### config.mk
export PLATFORM = sky130hd
export DESIGN_NAME = eth_rtt_meter
export DESIGN_NICKNAME = d
export VERILOG_FILES = /design/src/rtl/eth_rtt_meter.sv
export SDC_FILE = /design/constraint.sdc
export NUM_CORES = 1
export LEC_CHECK = 0
export ABC_AREA = 1
export CORE_ASPECT_RATIO = 0.6
export CORE_UTILIZATION = 30
export DETAILED_ROUTE_END_ITERATION = 12
export PLACE_DENSITY = 0.57
export SYNTH_ARGS = -nofsm -noshare
export SYNTH_HDL_FRONTEND = slang
export SYNTH_SLANG_ARGS = --single-unit
export TNS_END_PERCENT = 50
### constraint.sdc
create_clock -name clk -period 10.12 [get_ports clk]
set_clock_uncertainty 0.05 [all_clocks]
set_input_delay 1.518 -clock clk [delete_from_list [all_inputs] [get_ports clk]]
set_output_delay 1.518 -clock clk [all_outputs]
set_load 0.01 [all_outputs]
### src/rtl/eth_rtt_meter.sv
// Round-trip-time meter for test frames arriving from eth_axis_rx.
// Packet-index sequence checking is built only when RTT_SEQ_CHECK_EN is defined.
//
//   state  | meaning
//   -------+-------------------------------------------------------------
//   IDLE   | waiting for a header, s_eth_hdr_ready high
//   RECV   | consuming a matching test frame, checking pattern and length
//   DROP   | draining a frame that is not ours
//   REPORT | one cycle with updated statistics, rtt_valid high if good
module eth_rtt_meter #(
   parameter int          DATA_LENGTH = 256,
   parameter logic [15:0] ETH_TYPE    = 16'h88B6
) (
   input  logic        clk,
   input  logic        rst_n,
   input  logic [47:0] local_mac,
   input  logic [15:0] timestamp,
   input  logic        s_eth_hdr_valid,
   output logic        s_eth_hdr_ready,
   input  logic [47:0] s_eth_dest_mac,
   input  logic [47:0] s_eth_src_mac,
   input  logic [15:0] s_eth_type,
   input  logic [7:0]  s_eth_payload_axis_tdata,
   input  logic        s_eth_payload_axis_tvalid,
   output logic        s_eth_payload_axis_tready,
   input  logic        s_eth_payload_axis_tlast,
   input  logic        s_eth_payload_axis_tuser,
   output logic        rtt_valid,
   output logic [15:0] rtt_last,
   output logic [15:0] rtt_min,
   output logic [15:0] rtt_max,
   output logic [15:0] frame_count,
   output logic [15:0] err_count,
   output logic [15:0] seq_err_count,
   output logic        busy
);

   localparam logic [31:0] DLEN     = 32'(DATA_LENGTH);
   localparam logic [15:0] LAST_IDX = 16'(DATA_LENGTH - 1);

   typedef enum logic [1:0] {IDLE, RECV, DROP, REPORT} state_t;

   state_t      state;
   logic [15:0] byte_cnt;
   logic [15:0] idx_q;
   logic [15:0] ts_q;
   logic        bad_q;

   logic        hdr_fire;
   logic        hdr_match;
   logic        beat;
   logic        last_beat;
   logic        beat_err;
   logic        frame_bad;
   logic        len_err;
   logic        has_hdr;
   logic [7:0]  pat_byte;
   logic [15:0] ts_full;
   logic [15:0] rtt_new;
   logic        unused_bits;

   function automatic logic [15:0] sat_inc(input logic [15:0] v);
      return (v == 16'hFFFF) ? v : v + 16'd1;
   endfunction

   always_comb begin
      hdr_fire  = s_eth_hdr_valid & s_eth_hdr_ready;
      hdr_match = (s_eth_type == ETH_TYPE) && (s_eth_dest_mac == local_mac);
      beat      = s_eth_payload_axis_tvalid & s_eth_payload_axis_tready;
      last_beat = beat & s_eth_payload_axis_tlast;
      pat_byte  = byte_cnt[7:0] + idx_q[7:0];
      beat_err  = s_eth_payload_axis_tuser;
      if ({16'd0, byte_cnt} >= DLEN)
         beat_err = 1'b1;
      else if (byte_cnt >= 16'd4 && s_eth_payload_axis_tdata != pat_byte)
         beat_err = 1'b1;
      frame_bad = bad_q | beat_err;
      len_err   = (byte_cnt != LAST_IDX);
      has_hdr   = (byte_cnt >= 16'd3);
      // With a 4-byte payload the low timestamp byte arrives on the tlast beat itself.
      ts_full   = (byte_cnt == 16'd3) ? {ts_q[15:8], s_eth_payload_axis_tdata} : ts_q;
      rtt_new   = timestamp - ts_full;
   end

   assign unused_bits = ^{s_eth_src_mac, idx_q[15:8]};

   always_ff @(posedge clk or negedge rst_n) begin
      if (!rst_n) begin
         state                     <= IDLE;
         s_eth_hdr_ready           <= 1'b0;
         s_eth_payload_axis_tready <= 1'b0;
         busy                      <= 1'b0;
         byte_cnt                  <= 16'd0;
         idx_q                     <= 16'd0;
         ts_q                      <= 16'd0;
         bad_q                     <= 1'b0;
         rtt_valid                 <= 1'b0;
         rtt_last                  <= 16'd0;
         rtt_min                   <= 16'hFFFF;
         rtt_max                   <= 16'd0;
         frame_count               <= 16'd0;
         err_count                 <= 16'd0;
      end else begin
         rtt_valid <= 1'b0;
         case (state)
            IDLE: begin
               s_eth_hdr_ready <= 1'b1;
               if (hdr_fire) begin
                  s_eth_hdr_ready           <= 1'b0;
                  s_eth_payload_axis_tready <= 1'b1;
                  busy                      <= 1'b1;
                  byte_cnt                  <= 16'd0;
                  bad_q                     <= 1'b0;
                  state                     <= hdr_match ? RECV : DROP;
               end
            end
            RECV: begin
               if (beat) begin
                  case (byte_cnt)
                     16'd0:   idx_q[15:8] <= s_eth_payload_axis_tdata;
                     16'd1:   idx_q[7:0]  <= s_eth_payload_axis_tdata;
                     16'd2:   ts_q[15:8]  <= s_eth_payload_axis_tdata;
                     16'd3:   ts_q[7:0]   <= s_eth_payload_axis_tdata;
                     default: ;
                  endcase
                  byte_cnt <= sat_inc(byte_cnt);
                  bad_q    <= frame_bad;
               end
               // Statistics are committed on the tlast edge so they are visible in REPORT.
               if (last_beat) begin
                  s_eth_payload_axis_tready <= 1'b0;
                  state                     <= REPORT;
                  frame_count               <= sat_inc(frame_count);
                  if (frame_bad || len_err) begin
                     err_count <= sat_inc(err_count);
                  end else begin
                     rtt_valid <= 1'b1;
                     rtt_last  <= rtt_new;
                     if (rtt_new < rtt_min) rtt_min <= rtt_new;
                     if (rtt_new > rtt_max) rtt_max <= rtt_new;
                  end
               end
            end
            DROP: begin
               if (last_beat) begin
                  s_eth_payload_axis_tready <= 1'b0;
                  s_eth_hdr_ready           <= 1'b1;
                  busy                      <= 1'b0;
                  state                     <= IDLE;
               end
            end
            REPORT: begin
               s_eth_hdr_ready <= 1'b1;
               busy            <= 1'b0;
               state           <= IDLE;
            end
            default: state <= IDLE;
         endcase
      end
   end

`ifdef RTT_SEQ_CHECK_EN
   logic        seq_armed;
   logic [15:0] seq_expected;

   // Frames too short to carry an index leave the sequence state alone.
   always_ff @(posedge clk or negedge rst_n) begin
      if (!rst_n) begin
         seq_armed     <= 1'b0;
         seq_expected  <= 16'd0;
         seq_err_count <= 16'd0;
      end else if (state == RECV && last_beat && has_hdr) begin
         if (seq_armed && idx_q != seq_expected)
            seq_err_count <= sat_inc(seq_err_count);
         seq_expected <= idx_q + 16'd1;
         seq_armed    <= 1'b1;
      end
   end
`else
   logic unused_seq;
   assign unused_seq    = has_hdr;
   assign seq_err_count = 16'd0;
`endif

endmodule

Word level (Yosys, flattened, before mapping)

Cells that the tools add are included.

Register bits: 127
Output and inout port bits: 100

Add/subtract/negate cells: 5
$lt $le $gt $ge: 4
Equality and inequality tests: 19
Muxes and demuxes: 25
Bitwise gates (word level): 7
Reductions and logical operators: 22

Operators with widths:

| cell                                                                                 | count |
|---|---|
| 16-bit equality test, second input constant                                          | 4 |
| 16-bit by 1-bit adder with 16-bit output, second input constant                      | 3 |
| 48-bit equality test                                                                 | 1 |
| 16-bit two-way mux                                                                   | 3 |
| 16-bit by 2-bit equality test with 1-bit output, second input constant               | 2 |
| 16-bit one-hot mux with 2 select lines                                               | 1 |
| 3-bit AND reduction                                                                  | 9 |
| 16-bit by 1-bit equality test with 1-bit output, second input constant               | 1 |
| 16-bit by 3-bit greater-or-equal comparator with 1-bit output, second input constant | 1 |
| 16-bit by 9-bit greater-or-equal comparator with 1-bit output, second input constant | 1 |
| 16-bit greater-than comparator                                                       | 1 |
| 16-bit < comparator                                                                  | 1 |
| 16-bit by 8-bit != test with 1-bit output, second input constant                     | 1 |
| 4-bit AND reduction                                                                  | 4 |
| 16-bit subtractor                                                                    | 1 |
| 1-bit two-way mux                                                                    | 11 |
| 2-bit != test, second input constant                                                 | 5 |
| 8-bit adder                                                                          | 1 |
| 2-bit two-way mux                                                                    | 4 |
| 8-bit two-way mux                                                                    | 1 |
| 8-bit != test                                                                        | 1 |
| 2-bit one-hot mux with 4 select lines                                                | 1 |
| 1-bit one-hot mux with 3 select lines                                                | 2 |
| 2-bit equality test, second input constant                                           | 2 |
| 13 further kinds                                                                     | 20 |

Depth between registers and ports, before layout

Word-level depth: 10
Mapped depth: 28

Worst setup path after synthesis

OpenSTA, ideal clock, no wires.

Kind: input -> register
Start: input s_eth_payload_axis_tdata[0]
End: register rtt_max[5]
Setup time: 0.066 ns
Data arrival time: 4.809 ns
Data required time: 10.004 ns
Setup slack: 5.194 ns
Stages: 24
Path buffers: 1
Cell sequence: inv_1 -> nand2_1 -> o21ai_0 -> inv_1 -> ha_1 -> fa_1 -> o21ai_1 -> a21boi_1 -> o21ai_0 -> nand2_1 -> nand2_1 -> xor2_1 -> ha_1 -> nand2_1 -> o21ai_0 -> nand3_1 -> nand2_1 -> nand3_1 -> nand3_1 -> nand3_1 -> inv_1 -> clkbuf_1 -> nand3_1 -> nand2_1

Elaborated cells between the ends (all ways): 11
Classes of those cells: add/sub: 1; order compare: 1; eq/ne: 1; mux: 3; bitwise: 2; reduce/logical: 3

RTL lines:

| item                           | RTL line | source |
|---|---|---|
| from (decl)                    | 23       | `input logic [7:0] s_eth_payload_axis_tdata,` |
| 8-bit two-way mux              | 81       | `ts_full = (byte_cnt == 16'd3) ? {ts_q[15:8], s_eth_payload_axis_tdata} : ts_q;` |
| 16-bit subtractor              | 82       | `rtt_new = timestamp - ts_full;` |
| named net rtt_new[10]          | 59       | `logic [15:0] rtt_new;` |
| 16-bit greater-than comparator | 140      | `if (rtt_new > rtt_max) rtt_max <= rtt_new;` |
| 4-bit AND reduction (no line)  | -        |  |
| to (signal assigned)           | 140      |  |
| to (decl)                      | 31       | `output logic [15:0] rtt_max,` |

The timed path passes the listed nets, and every way through them passes these cells.
A chain may end at the register's enable or synchronous reset.

Worst setup path in the final report

Start: register byte_cnt[13]
End: register rtt_min[12]

Elaborated cells between the ends (all ways): 14
Classes of those cells: add/sub: 1; order compare: 3; eq/ne: 2; mux: 3; bitwise: 2; reduce/logical: 3

RTL lines:

| item                                            | RTL line | source |
|---|---|---|
| from (decl)                                     | 44       | `logic [15:0] byte_cnt;` |
| from (signal assigned)                          | 126      | `byte_cnt <= sat_inc(byte_cnt);` |
| 16-bit by 2-bit equality test with 1-bit output | 81       |  |
| 8-bit two-way mux                               | 81       |  |
| 16-bit subtractor                               | 82       |  |
| named net rtt_new[10]                           | 59       |  |
| 16-bit < comparator                             | 139      | `if (rtt_new < rtt_min) rtt_min <= rtt_new;` |
| 4-bit AND reduction (no line)                   | -        |  |
| to (signal assigned)                            | 139      |  |
| to (decl)                                       | 30       | `output logic [15:0] rtt_min,` |

The timed path passes the listed nets, and every way through them passes these cells.

==> load_flow_metrics.sql <==
INSERT INTO impl_metrics (metric_group, metric, value, unit) VALUES
('run_status', 'status', 'finished clean', ''),
('sta', 'final-setup-viol-count', '0', ''),
('layout', 'final_net_count', '1648', ''),
('layout', 'areaGrowthSynthToFinish', '35.8', '%'),
('sta', 'min_period_over_period', '62.5', '%'),
('grt', 'globalRoute.totalOverflow', '0', ''),
('clock_tree', 'tritoncts.num_buffers', '17', ''),
('critical_path', 'rr_endpoint', 'rtt_min[12]', ''),
('grt', 'grt_max_degree', '69', ''),
('floorplan', 'initial_utilization', '30.8', '%'),
('sta', 'final.setup.tns', '0', 'ns'),
('min_path', 'min_delay_worst_endpoint', 'ts_q[0]', ''),
('power', 'cellLeakagePower', '5.69', 'nW'),
('critical_path', 'timing.critical_path.from', 'byte_cnt[13]', ''),
('clock_tree', 'clock_path_buffers', '2', ''),
('synthesis', 'synth_cell_type_count', '49', ''),
('clock_tree', 'worstSkewPairLatency', '0.43', 'ns'),
('floorplan', 'die_w', '224', 'um'),
('min_path', 'worst_hold_startpoint', 'ts_q[0]', ''),
('synthesis', 'yosys_register_bits', '127', ''),
('placed_design', 'portBuffers', '225', ''),
('clock_tree', 'cts_num_sinks', '127', ''),
('critical_path', 'regToRegSetupSlack', '3.79', 'ns'),
('synthesis', 'syn-mean-instance-area', '7.62', 'um2'),
('critical_path', 'timing.critical_path.arrival', '6.64', 'ns'),
('detailed_routing', 'count_of_unresolved_drc_violations_after_routing', '0', ''),
('sta', 'timing.final.max_slew_violations', '0', ''),
('sta', 'period_minus_slack', '6.33', 'ns'),
('detailed_routing', 'routed_wire_length_per_instance', '15.2', 'um'),
('floorplan', 'full_die_area', '30400', 'um2'),
('clock_tree', 'cts.repair_timing.setup_buffer_count', '0', ''),
('critical_path', 'critical_path.reg2reg.startpoint', 'byte_cnt[13]', ''),
('floorplan', 'io_pins', '290', ''),
('synthesis', 'post_synth_inst_count', '1168', ''),
('critical_path', 'start_kind', 'flip-flop', ''),
('critical_path', 'worst_path_max_delay_cell', 'inv_1', ''),
('sta', 'rsz_0062_raised_after_global_routing', 'no', ''),
('layout', 'postLayoutCoreUtil', '41.8', '%'),
('grt', 'first_global_vias', '7891', ''),
('synthesis', 'number_of_enable_flip_flop_cells_after_synthesis', '0', ''),
('sta', 'relSlewSlack', '37.5', '%'),
('floorplan', 'die_height', '135', 'um'),
('power', 'vdd_ir_drop_max', '0.000114', 'V'),
('clock_tree', 'cts_root_buffer', 'clkbuf_16', ''),
('sta', 'clock.fmax', '158', 'MHz'),
('detailed_routing', 'avgViaCountPerCell', '4.59', ''),
('clock_tree', 'cts_htree_levels', '4', ''),
('synthesis', 'ys_async_sr_fraction', '100', '%'),
('clock_tree', 'clock_pin_slew_reported_for_the_worst_setup_and_hold_paths_after_clock_tree_synthesis', '0.06', 'ns'),
('placed_design', 'place_hpwl', '22000', 'um'),
('floorplan', 'floorplan.rows', '48', ''),
('floorplan', 'core_area', '28900', 'um2'),
('placed_design', 'gp_congestion', '0.916', ''),
('detailed_routing', 'detailroute.via_count', '8287', ''),
('grt', 'grt.total_usage', '18.7', '%'),
('detailed_routing', 'route.final.wire_length', '27400', 'um'),
('detailed_routing', 'count_of_routing_violations_after_the_opening_detailed_route_iteration', '650', ''),
('synthesis', 'sequential_element_share_of_the_synthesized_area', '35.9', '%'),
('detailed_routing', 'drt-pass1-iter-count', '5', ''),
('critical_path', 'critical-path-max-stage-delay', '0.70', 'ns'),
('min_path', 'worst_hold_path.num_cells', '2', ''),
('critical_path', 'crit_path_cell_trace', 'nor4_1 > nand4_1 > nor2_1 > nand3_2 > nor2_4 > inv_1 > o21ai_0 > inv_1 > fa_1 > o21ai_1 > a21boi_1 > o21ai_0 > nand2_1 > nand2_1 > xor2_1 > ha_1 > inv_1 > o31ai_1 > a21oi_1 > nand3_1 > inv_1 > nand3_1 > nand2_1', ''),
('synthesis', 'synth.yosys.warnings', '0', ''),
('critical_path', 'cp-end-kind', 'flip-flop', ''),
('grt', 'antenna_found_initial', '2', ''),
('placed_design', 'placed_cells', '1773', ''),
('detailed_routing', 'final_antenna_net_count', '0', ''),
('run', 'maxCapViolations', '0', ''),
('synthesis', 'synth.cell_area', '8900', 'um2'),
('critical_path', 'critical_path_required', '10.44', 'ns'),
('layout', 'finish.cell_count_without_fillers', '1806', '');
[Yosys cell counts, types with 10 or more instances]
master | count | area, um2
o21ai_1 | 28 | 140
inv_1 | 180 | 676
o21bai_1 | 33 | 248
nand3_1 | 85 | 425
nor3_1 | 22 | 110
nor2_1 | 82 | 308
a21oi_1 | 57 | 285
dfrtp_1 | 111 | 2780
ha_1 | 64 | 801
buf_2 | 11 | 55.1
buf_4 | 21 | 158
xnor2_1 | 36 | 315
o21ai_0 | 38 | 190
nand4_1 | 22 | 138
nor4_1 | 10 | 62.6
xor2_1 | 35 | 307
nand2_1 | 238 | 893
dfstp_2 | 16 | 420
[metal layers]
layer  routed length, um  GRT usage [%]  vias to the layer above  part of all wire, %
li1                    -              -                     4255                    -
met1               15200           29.3                     3848                   55
met2               10700           25.6                      165                   39
met3                1240           3.80                       17                  4.5
met4                 244           4.50                        2                 0.89
met5                  13              0                        -                0.047
[registers in the layout (all words and copies together), names as in the netlist, 2 cells and up]
signal       flops
rtt_last        16
rtt_min         16
byte_cnt        16
idx_q            8
err_count       16
rtt_max         16
ts_q            16
frame_count     16
state            2
[worst max-delay path by stage]
stage | end | slack, ns
2_1_floorplan | rtt_max[5] | 5.19
3_3_place_gp | rtt_max[9] | 3.56
3_5_place_dp | rtt_max[4] | 3.53
4_1_cts | rtt_max[4] | 3.87
5_1_grt | rtt_max[5] | 3.06
6_report | rtt_min[12] | 3.79
[critical path, delay by kind of cell (launching register included)]
family | cells | cell delay, ns
adder cells (fa/ha/maj) | 2 | 0.79
flip-flops | 1 | 0.45
AND/OR/NAND/NOR | 10 | 2.25
AO/OA/AOI/OAI | 6 | 1.24
buffers and inverters | 4 | 0.94
XOR/XNOR | 1 | 0.51
[through the flow]
step	instance area, um2	worst slack [ns]	hold slack [ns]	power (W)
3_5_place_dp	11500	3.53	0.423	0.000678
6_report	12100	3.79	0.432	0.00128
4_1_cts	12100	3.87	0.438	0.00130
5_1_grt	12100	3.06	0.462	0.00133
2_1_floorplan	8960	5.19	0.401	0.000587
3_3_place_gp	11500	3.56	0.417	0.000677
[report_power, final]
part           total [W]  internal, W  switching, W
logic           0.000161    0.0000783     0.0000831
clock network   0.000605     0.000378      0.000227
registers       0.000508     0.000508             0
[cells in the final DEF (no fill, tap or decap), drive strengths merged, types with 2 or more instances in the layout]
cell / Yosys / final
clkdlybuf4s50: 0 / 224
nand4: 22 / 22
o21ai: 66 / 66
a221oi: 3 / 3
buf: 32 / 6
nor2: 85 / 85
o22ai: 8 / 8
a21o: 2 / 2
nand2: 242 / 242
a211oi: 3 / 3
nor3: 24 / 24
or2: 3 / 3
nand3: 89 / 89
inv: 185 / 185
dfrtp: 111 / 111
nand3b: 6 / 6
a21oi: 57 / 57
clkinv: 0 / 2
clkbuf: 8 / 29
nor4: 11 / 11
o21bai: 33 / 33
xor2: 35 / 35
conb: 1 / 16
o31ai: 7 / 7
xnor2: 36 / 36
dfstp: 16 / 16
a21boi: 2 / 2
fa: 2 / 2
o211ai: 2 / 2
a22o: 5 / 5
ha: 64 / 64
[kinds of logic (layout without fill, tap and decap cells)]
| family | after synthesis | in the layout | synth area share, % |
|---|---|---|---|
| fa+ha+maj | 66 | 66 | 9.44 |
| simple gates | 484 | 484 | 24.1 |
| compound gates | 194 | 194 | 13.0 |
| other cells | 1 | 17 | 0.0421 |
| buf+inv | 225 | 447 | 10.5 |
| flops | 127 | 127 | 35.9 |
| xor+xnor | 71 | 71 | 6.98 |
[area by class of cell]
| class | count | area, um2 | share of cell area [%] |
|---|---|---|---|
| Clock buffer | 29 | 571 | 4.72 |
| Antenna cell | 1 | 2.50 | 0.0207 |
| Tap cell | 400 | 500 | 4.14 |
| Multi-Input combinational cell | 831 | 4820 | 39.9 |
| Clock inverter | 3 | 17.5 | 0.145 |
| Inverter | 185 | 694 | 5.74 |
| Sequential cell | 127 | 3200 | 26.4 |
| Timing Repair Buffer | 230 | 2290 | 18.9 |
Note: power is estimated with default switching activity, not from simulation.
